[src/rtl/lin_ahb_pkg.sv]
// Shared encodings for the lin_ahb SRAM slave: bus codes, FSM states and
// the wait-state counter type.
package lin_ahb_pkg;

   typedef enum logic [1:0] {
      HTRANS_IDLE   = 2'b00,
      HTRANS_BUSY   = 2'b01,
      HTRANS_NONSEQ = 2'b10,
      HTRANS_SEQ    = 2'b11
   } htrans_e;

   // RETRY and SPLIT exist on the bus but this slave never drives them
   typedef enum logic [1:0] {
      HRESP_OKAY  = 2'b00,
      HRESP_ERROR = 2'b01
   } hresp_e;

   localparam logic [2:0] HSIZE_BYTE = 3'd0;
   localparam logic [2:0] HSIZE_HALF = 3'd1;
   localparam logic [2:0] HSIZE_WORD = 3'd2;

   typedef enum logic [1:0] {
      ST_IDLE,
      ST_WAIT,
      ST_ERR1,
      ST_ERR2
   } state_e;

   typedef logic [2:0] wcnt_t;

endpackage

[src/rtl/lin_ahb_sram_slv_if.sv]
// AHB slave-side bus bundle; the master modport is used by whatever drives
// address phases, the slave modport by lin_ahb_sram_slv.
interface lin_ahb_sram_slv_if #(
   parameter int ADDR_WIDTH = 32
);
   logic                  hsel;
   logic [ADDR_WIDTH-1:0] haddr;
   logic [1:0]            htrans;
   logic                  hwrite;
   logic [2:0]            hsize;
   logic [2:0]            hburst;
   logic [31:0]           hwdata;
   logic                  hready_in;
   logic                  hreadyout;
   logic [1:0]            hresp;
   logic [31:0]           hrdata;

   modport master (
      output hsel, haddr, htrans, hwrite, hsize, hburst, hwdata, hready_in,
      input  hreadyout, hresp, hrdata
   );

   modport slave (
      input  hsel, haddr, htrans, hwrite, hsize, hburst, hwdata, hready_in,
      output hreadyout, hresp, hrdata
   );
endinterface

[src/rtl/lin_ahb_slv_be_dec.sv]
// Byte-lane decoder: turns the low address bits and hsize into SRAM byte
// enables and flags half/word transfers that are not naturally aligned.
module lin_ahb_slv_be_dec
   import lin_ahb_pkg::*;
(
   input  logic [1:0] i_addr,
   input  logic [2:0] i_size,
   output logic [3:0] o_be,
   output logic       o_align_err
);

   always_comb begin
      o_be        = 4'b0000;
      o_align_err = 1'b0;
      case (i_size)
         HSIZE_BYTE: o_be = 4'b0001 << i_addr;
         HSIZE_HALF: begin
            o_be        = i_addr[1] ? 4'b1100 : 4'b0011;
            o_align_err = i_addr[0];
         end
         HSIZE_WORD: begin
            o_be        = 4'b1111;
            o_align_err = |i_addr;
         end
         default: ;
      endcase
   end

endmodule

[src/rtl/lin_ahb_sram_slv.sv]
// AHB slave fronting a synchronous single-port SRAM: programmable wait
// states, two-cycle ERROR responses and one SRAM strobe per data phase.
module lin_ahb_sram_slv
   import lin_ahb_pkg::*;
#(
   parameter  int ADDR_WIDTH  = 32,
   parameter  int MEM_BYTES   = 65536,
   parameter  int WAIT_CYCLES = 0,
   localparam int SAW         = ($clog2(MEM_BYTES) > 2) ? $clog2(MEM_BYTES) - 2 : 1
) (
   input  logic                hclk,
   input  logic                hreset,
   lin_ahb_sram_slv_if.slave   ahb,
   output logic                sram_cs,
   output logic                sram_we,
   output logic [SAW-1:0]      sram_addr,
   output logic [3:0]          sram_be,
   output logic [31:0]         sram_wdata,
   input  logic [31:0]         sram_rdata
);

   // WAIT holds "low cycles still to come after this one", so a read's
   // WAIT_CYCLES+1 low cycles fit the 3-bit counter even at WAIT_CYCLES=7.
   localparam wcnt_t W_RD = wcnt_t'(WAIT_CYCLES);
   localparam wcnt_t W_WR = wcnt_t'(WAIT_CYCLES - 1);

   state_e          r_state;
   wcnt_t           r_cnt;
   logic            r_hready;
   hresp_e          r_hresp;
   logic            r_cs;
   logic            r_we;
   logic [SAW-1:0]  r_addr;
   logic [3:0]      r_be;
   logic            r_rd_pend;
   logic [31:0]     r_hrdata;

   logic            w_accept;
   logic            w_size_err;
   logic            w_addr_err;
   logic            w_align_err;
   logic            w_err;
   logic [3:0]      w_be;
   logic            w_unused;

   lin_ahb_slv_be_dec u_be_dec (
      .i_addr      (ahb.haddr[1:0]),
      .i_size      (ahb.hsize),
      .o_be        (w_be),
      .o_align_err (w_align_err)
   );

   assign w_accept   = ahb.hsel & ahb.hready_in & ahb.htrans[1];
   assign w_size_err = ahb.hsize > HSIZE_WORD;
   assign w_addr_err = {1'b0, ahb.haddr} >= (ADDR_WIDTH + 1)'(MEM_BYTES);
   assign w_err      = w_size_err | w_addr_err | w_align_err;
   assign w_unused   = ^{ahb.htrans[0], ahb.hburst};

   always_ff @(posedge hclk or posedge hreset) begin
      if (hreset) begin
         r_state   <= ST_IDLE;
         r_cnt     <= '0;
         r_hready  <= 1'b1;
         r_hresp   <= HRESP_OKAY;
         r_cs      <= 1'b0;
         r_we      <= 1'b0;
         r_addr    <= '0;
         r_be      <= '0;
         r_rd_pend <= 1'b0;
         r_hrdata  <= '0;
      end else begin
         r_cs      <= 1'b0;
         r_we      <= 1'b0;
         r_rd_pend <= r_cs & ~r_we;
         if (r_rd_pend)
            r_hrdata <= sram_rdata;

         case (r_state)
            ST_WAIT: begin
               if (r_cnt == '0) begin
                  r_state  <= ST_IDLE;
                  r_hready <= 1'b1;
               end else begin
                  r_cnt <= r_cnt - 3'd1;
               end
            end
            ST_ERR1: begin
               r_state  <= ST_ERR2;
               r_hready <= 1'b1;
               r_hresp  <= HRESP_ERROR;
            end
            default: begin
               // IDLE and ERR2 both complete a phase and may accept the next
               r_state  <= ST_IDLE;
               r_hready <= 1'b1;
               r_hresp  <= HRESP_OKAY;
               if (w_accept) begin
                  if (w_err) begin
                     r_state  <= ST_ERR1;
                     r_hready <= 1'b0;
                     r_hresp  <= HRESP_ERROR;
                  end else begin
                     r_cs   <= 1'b1;
                     r_we   <= ahb.hwrite;
                     r_addr <= SAW'(ahb.haddr >> 2);
                     r_be   <= w_be;
                     if (!ahb.hwrite || WAIT_CYCLES != 0) begin
                        r_state  <= ST_WAIT;
                        r_hready <= 1'b0;
                        r_cnt    <= ahb.hwrite ? W_WR : W_RD;
                     end
                  end
               end
            end
         endcase
      end
   end

   // Read data bypasses the holding register in the cycle it arrives so a
   // zero-wait-state read still completes after a single low cycle.
   assign ahb.hreadyout = r_hready;
   assign ahb.hresp     = r_hresp;
   assign ahb.hrdata    = r_rd_pend ? sram_rdata : r_hrdata;

   assign sram_cs    = r_cs;
   assign sram_we    = r_we;
   assign sram_addr  = r_addr;
   assign sram_be    = r_be;
   assign sram_wdata = ahb.hwdata;

endmodule

[src/flat_wrapper.sv]
// flat-port wrapper written by rule: the top's interface ports become plain ports
module lin_ahb_sram_slv_flat import lin_ahb_pkg::*;
#(
   parameter  int ADDR_WIDTH  = 32,
   parameter  int MEM_BYTES   = 65536,
   parameter  int WAIT_CYCLES = 0,
   localparam int SAW         = ($clog2(MEM_BYTES) > 2) ? $clog2(MEM_BYTES) - 2 : 1
)
  (hclk, hreset, sram_cs, sram_we, sram_addr, sram_be, sram_wdata, sram_rdata, ahb_hsel, ahb_haddr, ahb_htrans, ahb_hwrite, ahb_hsize, ahb_hburst, ahb_hwdata, ahb_hready_in, ahb_hreadyout, ahb_hresp, ahb_hrdata);
  lin_ahb_sram_slv_if #(.ADDR_WIDTH(ADDR_WIDTH)) ahb_i ();
  input  logic hclk;
  input  logic hreset;
  output logic sram_cs;
  output logic sram_we;
  output logic [SAW-1:0] sram_addr;
  output logic [3:0] sram_be;
  output logic [31:0] sram_wdata;
  input  logic [31:0] sram_rdata;
  input wire logic [$bits(ahb_i.hsel)-1:0] ahb_hsel;
  input wire logic [$bits(ahb_i.haddr)-1:0] ahb_haddr;
  input wire logic [$bits(ahb_i.htrans)-1:0] ahb_htrans;
  input wire logic [$bits(ahb_i.hwrite)-1:0] ahb_hwrite;
  input wire logic [$bits(ahb_i.hsize)-1:0] ahb_hsize;
  input wire logic [$bits(ahb_i.hburst)-1:0] ahb_hburst;
  input wire logic [$bits(ahb_i.hwdata)-1:0] ahb_hwdata;
  input wire logic [$bits(ahb_i.hready_in)-1:0] ahb_hready_in;
  output wire logic [$bits(ahb_i.hreadyout)-1:0] ahb_hreadyout;
  output wire logic [$bits(ahb_i.hresp)-1:0] ahb_hresp;
  output wire logic [$bits(ahb_i.hrdata)-1:0] ahb_hrdata;
  assign ahb_i.hsel = ahb_hsel;
  assign ahb_i.haddr = ahb_haddr;
  assign ahb_i.htrans = ahb_htrans;
  assign ahb_i.hwrite = ahb_hwrite;
  assign ahb_i.hsize = ahb_hsize;
  assign ahb_i.hburst = ahb_hburst;
  assign ahb_i.hwdata = ahb_hwdata;
  assign ahb_i.hready_in = ahb_hready_in;
  assign ahb_hreadyout = ahb_i.hreadyout;
  assign ahb_hresp = ahb_i.hresp;
  assign ahb_hrdata = ahb_i.hrdata;
  lin_ahb_sram_slv #(.ADDR_WIDTH(ADDR_WIDTH), .MEM_BYTES(MEM_BYTES), .WAIT_CYCLES(WAIT_CYCLES)) u_core (.hclk(hclk), .hreset(hreset), .ahb(ahb_i), .sram_cs(sram_cs), .sram_we(sram_we), .sram_addr(sram_addr), .sram_be(sram_be), .sram_wdata(sram_wdata), .sram_rdata(sram_rdata));
endmodule
[config.mk]
export PLATFORM = sky130hd
export DESIGN_NAME = lin_ahb_sram_slv_flat
export DESIGN_NICKNAME = d
export VERILOG_FILES = /design/src/rtl/lin_ahb_pkg.sv /design/src/rtl/lin_ahb_sram_slv_if.sv /design/src/rtl/lin_ahb_slv_be_dec.sv /design/src/rtl/lin_ahb_sram_slv.sv /design/src/flat_wrapper.sv
export SDC_FILE = /design/constraint.sdc
export NUM_CORES = 1
export LEC_CHECK = 0
export BUFFER_PORTS_ARGS = -buffer_cell sky130_fd_sc_hd__buf_2
export CAP_MARGIN = 20
export CORE_MARGIN = 2
export CORE_UTILIZATION = 45
export DETAILED_ROUTE_END_ITERATION = 7
export PLACE_DENSITY = 0.86
export SYNTH_ARGS = -nofsm -noshare
export SYNTH_HDL_FRONTEND = slang
export SYNTH_SLANG_ARGS = --single-unit
[constraint.sdc]
create_clock -name hclk -period 3.8 [get_ports hclk]
set_input_delay 0.76 -clock hclk [delete_from_list [all_inputs] [get_ports hclk]]
set_output_delay 0.76 -clock hclk [all_outputs]
set_load 0.02 [all_outputs]
* After elaboration in Yosys (flattened, before gate mapping)
Index checks and enable logic that the tools add are counted.
Word-level totals: output and inout port bits 87, bits in registers 61, bits of input ports 109
Operators by class: bitwise operators 9, $lt $le $gt $ge 2, equality and inequality tests 8, reductions and logical operators 7, add/sub/neg operators 1, muxes and demuxes 28, shift operators 1
Operator list (count):
- 32-bit by 17-bit greater-or-equal comparator with 1-bit output, second input constant | 1
- 32-bit two-way mux | 1
- 1-bit two-way mux | 12
- 3-bit two-way mux | 4
- 4-bit case mux with 3 select lines | 1
- 2-bit two-way mux | 4
- 2-bit case mux with 2 select lines | 2
- 3-bit logical NOT | 2
- 3-bit case mux with 2 select lines | 1
- 5-bit AND reduction | 1
- 4-bit two-way mux | 1
- 2-bit by 1-bit inequality test with 1-bit output, second input constant | 2
- 2-bit inequality test, second input constant | 2
- 1-bit NOT | 4
- 1-bit case mux with 2 select lines | 2
- 2-bit OR reduction | 2
- 1-bit by 2-bit << shifter with 4-bit output, first input constant | 1
- 1-bit bitwise AND | 3
- 3-bit by 1-bit == test with 1-bit output, second input constant | 1
- 3-bit by 2-bit == test with 1-bit output, second input constant | 1
- 3-bit by 2-bit > comparator with 1-bit output, second input constant | 1
- 3-bit AND reduction | 1
- 3-bit by 1-bit subtractor with 3-bit output, second input constant | 1
- 2-bit by 1-bit == test with 1-bit output, second input constant | 1
- 3 further kinds | 4

* Logic depth before layout (Yosys ltp)
word-level depth 6, depth in mapped cells 7, depth with buffers taken out 6

* By module
Synthesis repeated with hierarchy kept, for this count alone.
Second synthesis, totals: cells, all modules 221, area total of the unflattened synthesis 2870.3 um2
Modules (own cells, without submodules):
- lin_ahb_sram_slv | instances 1, cells an instance 205, area each 2787.7 um2, sequential area each 1502.7 um2
- lin_ahb_slv_be_dec | instances 1, cells an instance 16, area each 82.6 um2, sequential area each 0.0 um2

* Worst setup path before layout
Ideal clock, no wire load.
path kind input -> register, start point input port ahb_hsize[2], end point register u_core.r_addr[10], in the netlist u_core.sram_addr[10], slack 1596 ps, required time 3675 ps, setup time 125 ps, stages 6, data arrival time 2079 ps, path buffers 1, cell sequence nor4_1 > and4_1 > nand4_4 > inv_4 > buf_6 > mux2_4
On the way: word-level cells in the longest chain between the ends 5, elaborated cells on any way between the ends 8, classes of those cells 1 x order compare; 2 x eq/ne; 1 x mux; 3 x bitwise; 1 x reduce/logical
RTL lines:
- from (decl) | RTL line flat_wrapper.sv:23 | input wire logic [$bits(ahb_i.hsize)-1:0] ahb_hsize;
- 3-bit by 2-bit > comparator with 1-bit output (tied with other cells) | RTL line lin_ahb_sram_slv.sv:54 | assign w_size_err = ahb.hsize > HSIZE_WORD;
- 1-bit bitwise OR or 1-bit case mux with 2 select lines (tied branches) | RTL line lin_ahb_sram_slv.sv:56, lin_ahb_slv_be_dec.sv:15
- 1-bit bitwise OR * | RTL line lin_ahb_sram_slv.sv:56 | assign w_err = w_size_err | w_addr_err | w_align_err;
- 1-bit NOT (no line) *
- 3-bit AND reduction (no line) *
- to (signal assigned) | RTL line lin_ahb_sram_slv.sv:105 | r_addr <= SAW'(ahb.haddr >> 2);
- to (decl) | RTL line lin_ahb_sram_slv.sv:33 | logic [SAW-1:0] r_addr;
Mark *: on every way between the ends. The rest lies on a longest branch, timed or not. A chain may end at the register's enable or synchronous reset.

* Worst setup path after layout
start point register u_core.r_rd_pend, end point output port ahb_hrdata[18]
On the way: word-level cells in the longest chain between the ends 1
RTL lines:
- from (decl) | RTL line lin_ahb_sram_slv.sv:35 | logic r_rd_pend;
- from (signal assigned) | RTL line lin_ahb_sram_slv.sv:74 | r_rd_pend <= r_cs & ~r_we;
- 32-bit two-way mux | RTL line lin_ahb_sram_slv.sv:123 | assign ahb.hrdata = r_rd_pend ? sram_rdata : r_hrdata;
- to (decl) | RTL line flat_wrapper.sv:29 | output wire logic [$bits(ahb_i.hrdata)-1:0] ahb_hrdata;
Every way passes these cells.

==> impl_metrics.ini <==
[status]
status = finished clean

[timing]
slew_violations = 0
worst_pin_slew_ns = 0.642
rsz0062_at_grt = false
slew_headroom_pct = 56.9
setup_ws_ns = 1.49
finalHoldViolations = 0
finalSetupViolCount = 0
fin_worst_skew_ns = 0.00751
post-route-period-util_pct = 60.8
finalCriticalPeriod_ns = 2.31
fmax_ghz = 0.433
tns_ns = 0

[min_path]
worstHoldStart = u_core.sram_we
worstHoldPathType = reg2reg
worstHoldEndpoint = u_core.r_rd_pend
whs_path_depth = 1

[clock_network]
clk_latency_ns = 0.32
cts_tree = yes
cts_buffers = 9
ctsResizeCount = 0
clk_pin_slew_ns = 0.06
ctsHoldBuffers = 0
htree_levels = 3
numClockSinks = 60
cts_setup_buffers = 0
root_buffer = clkbuf_8
cts_max_path_buffers = 2

[power]
power.switching_uw = 285
swShare_pct = 21.4
sequentialPowerShare_pct = 48.8
pwr_density_cell_mw_per_mm2 = 378
leakagePower_uw = 0.00203
combPwrFrac_pct = 7.0
cellInternalPower_uw = 1050
irDropWorstVdd_mv = 0.243
clkPwrFrac_pct = 44.2

[routing]
drcViolationCount = 0
drt_pass1_iterations = 4
wirelength_um = 5520
vias = 1980
drtIter0Drc = 64
drtAntennaViolNets = 0
routedWlPerCell_um = 13.6
vias_per_cell = 4.89

[die]
dieHeight_um = 83.5
initial_core_util_pct = 47.2
num_rows = 28
die_w_um = 83.5
die_area_mm2 = 0.00697
core_area_mm2 = 0.00603
ioPinCount = 196

[place]
routabilityCongestion = 0.730
post-place-ws_ns = 1.26
dp_hpwl_um = 4260
port-buffer-count = 126

[yosys]
synth.most_common_cell = dfrtp_1
yosys.area.top_type_share_pct = 51.9
synthArstFlopShare_pct = 100
avgSynthCellArea_um2 = 12.7
yosysTopAreaCell = dfrtp_1
yosys_warnings = 0
synthTopCellsByCount = dfrtp_1, mux2_2, buf_4
post_synth_instance_area_mm2 = 0.00284
ys_types = 44
ys_ff_latch = 60
synth-edff-count = 0
syn_nets = 337
ys.flop_type = dfrtp_1
synthCells = 224
ys_top_cells_by_area = dfrtp_1, mux2_2, buf_4
ys_seq_area_share_pct = 52.8

[critical_path]
cpMaxStageDelayCell = mux2_2
critPathKind = reg2out
crit_path_start_kind = flip-flop
path_cells = buf_4, mux2_2, buf_2
critPathTopFamily = buffers and inverters
rrSetupSlack_ns = 1.95
required_ns = 3.04
reg2reg_from = u_core.r_cnt[0]
cp.arrival_ns = 1.55
crit_buf_inv = 2
r2r_cells = 6
end_kind = output pin
cp_max_fo = 32
cp_slowest_stage_delay_ns = 0.40
r2r-end = u_core.r_state[0]

[final_layout]
drive_gt1_share_pct = 61.5
area_delta_synth_final_pct = 23.8
nNetsFinal = 438
antenna_cells = 0
regArea_mm2 = 0.00150
multi_input_comb_area_mm2 = 0.00102
fill_cells = 504

[global_route]
track_usage_pct = 16.4
antenna_found_initial = 0
grt_max_degree = 37
grt_pass1_wl_um = 9180
overflow = 0
grt_pass1_vias = 2045

[flow_run]
cap_violations = 0
==> flip-flops by register name, summed over array words and instances, names as in the netlist <==
name,flops
u_core.r_cnt,3
u_core.r_state,2
u_core.sram_we,1
u_core.sram_cs,1
u_core.ahb.hreadyout,1
u_core.ahb.hresp,1
u_core.r_hrdata,32
u_core.sram_addr,14
u_core.sram_be,4
u_core.r_rd_pend,1
==> power groups by stage <==
stage	Sequential [uW]	Combinational [uW]	Clock [uW]
floorplan	663	90.2	0
global placement	660	90.6	0
detailed placement	661	94.2	0
CTS	649	94.8	612
global route	649	106	641
finish	649	93.1	589
==> layout make-up <==
class                      count  share of cell area, %
sequential                    60                   42.7
multi-input combinational    114                   29.0
timing repair buffer         128                   18.3
clock buffer                  13                   4.80
tap                           75                   2.66
inverter                      12                   1.35
clock inverter                 3                   1.24
==> through the flow <==
stage / cell area [um^2] / utilization (%) / hold slack, ns / cells / total power (uW)
floorplan: 2840 / - / 0.505 / 224 / 754
global placement: 3310 / 54.9 / 0.441 / 389 / 751
detailed placement: 3310 / 54.9 / 0.448 / 389 / 755
CTS: 3520 / 58.5 / 0.453 / 405 / 1360
global route: 3520 / 58.5 / 0.457 / 405 / 1400
finish: 3520 / 58.5 / 0.437 / 405 / 1330
==> layer usage <==
metal	track usage, %	part of all wire (%)	vias up
met5	0	0	-
li1	-	-	946
met3	5.74	9.4	18
met1	18.0	40	902
met4	6.60	1.4	0
met2	29.1	49	114
==> cell families (layout without fill, tap and decap cells) <==
group           after synthesis  after routing  share of synthesized area [%]
simple gates                 34             34                           7.13
other cells                   1              1                          0.132
mux                          51             51                           21.2
buf+inv                      50            156                           11.3
flops                        60             60                           52.8
compound gates               24             24                           5.63
fa+ha+maj                     4              4                           1.76
==> layout by cell type (no fill, tap or decap), types with 2 or more instances in the layout <==
cell type,netlist,routed
ha_1,4,4
buf_2,0,126
buf_4,33,2
o21ai_0,6,6
inv_1,10,9
nand2_1,3,3
a21oi_1,5,5
nor2_1,11,11
dfrtp_1,59,59
inv_2,1,2
mux2_2,42,42
nor4_1,4,4
and3_1,2,2
o31ai_1,2,2
mux2_4,8,8
clkbuf_8,0,12
nand2b_1,2,2
nor3_1,2,2
==> worst max path at each step <==
stage / start / to / slack [ns] / cells past startpoint
after floorplan: hreset / u_core.ahb.hresp[0] / 1.56 / 1
after global placement: ahb_hsize[2] / u_core.sram_be[2] / 1.27 / 6
after detailed placement: ahb_hsize[2] / u_core.sram_be[3] / 1.26 / 6
after CTS: u_core.r_rd_pend / ahb_hrdata[18] / 1.46 / 3
after global routing: u_core.r_rd_pend / ahb_hrdata[18] / 1.36 / 3
final: u_core.r_rd_pend / ahb_hrdata[18] / 1.49 / 3
(Power assumes the default switching activity.)
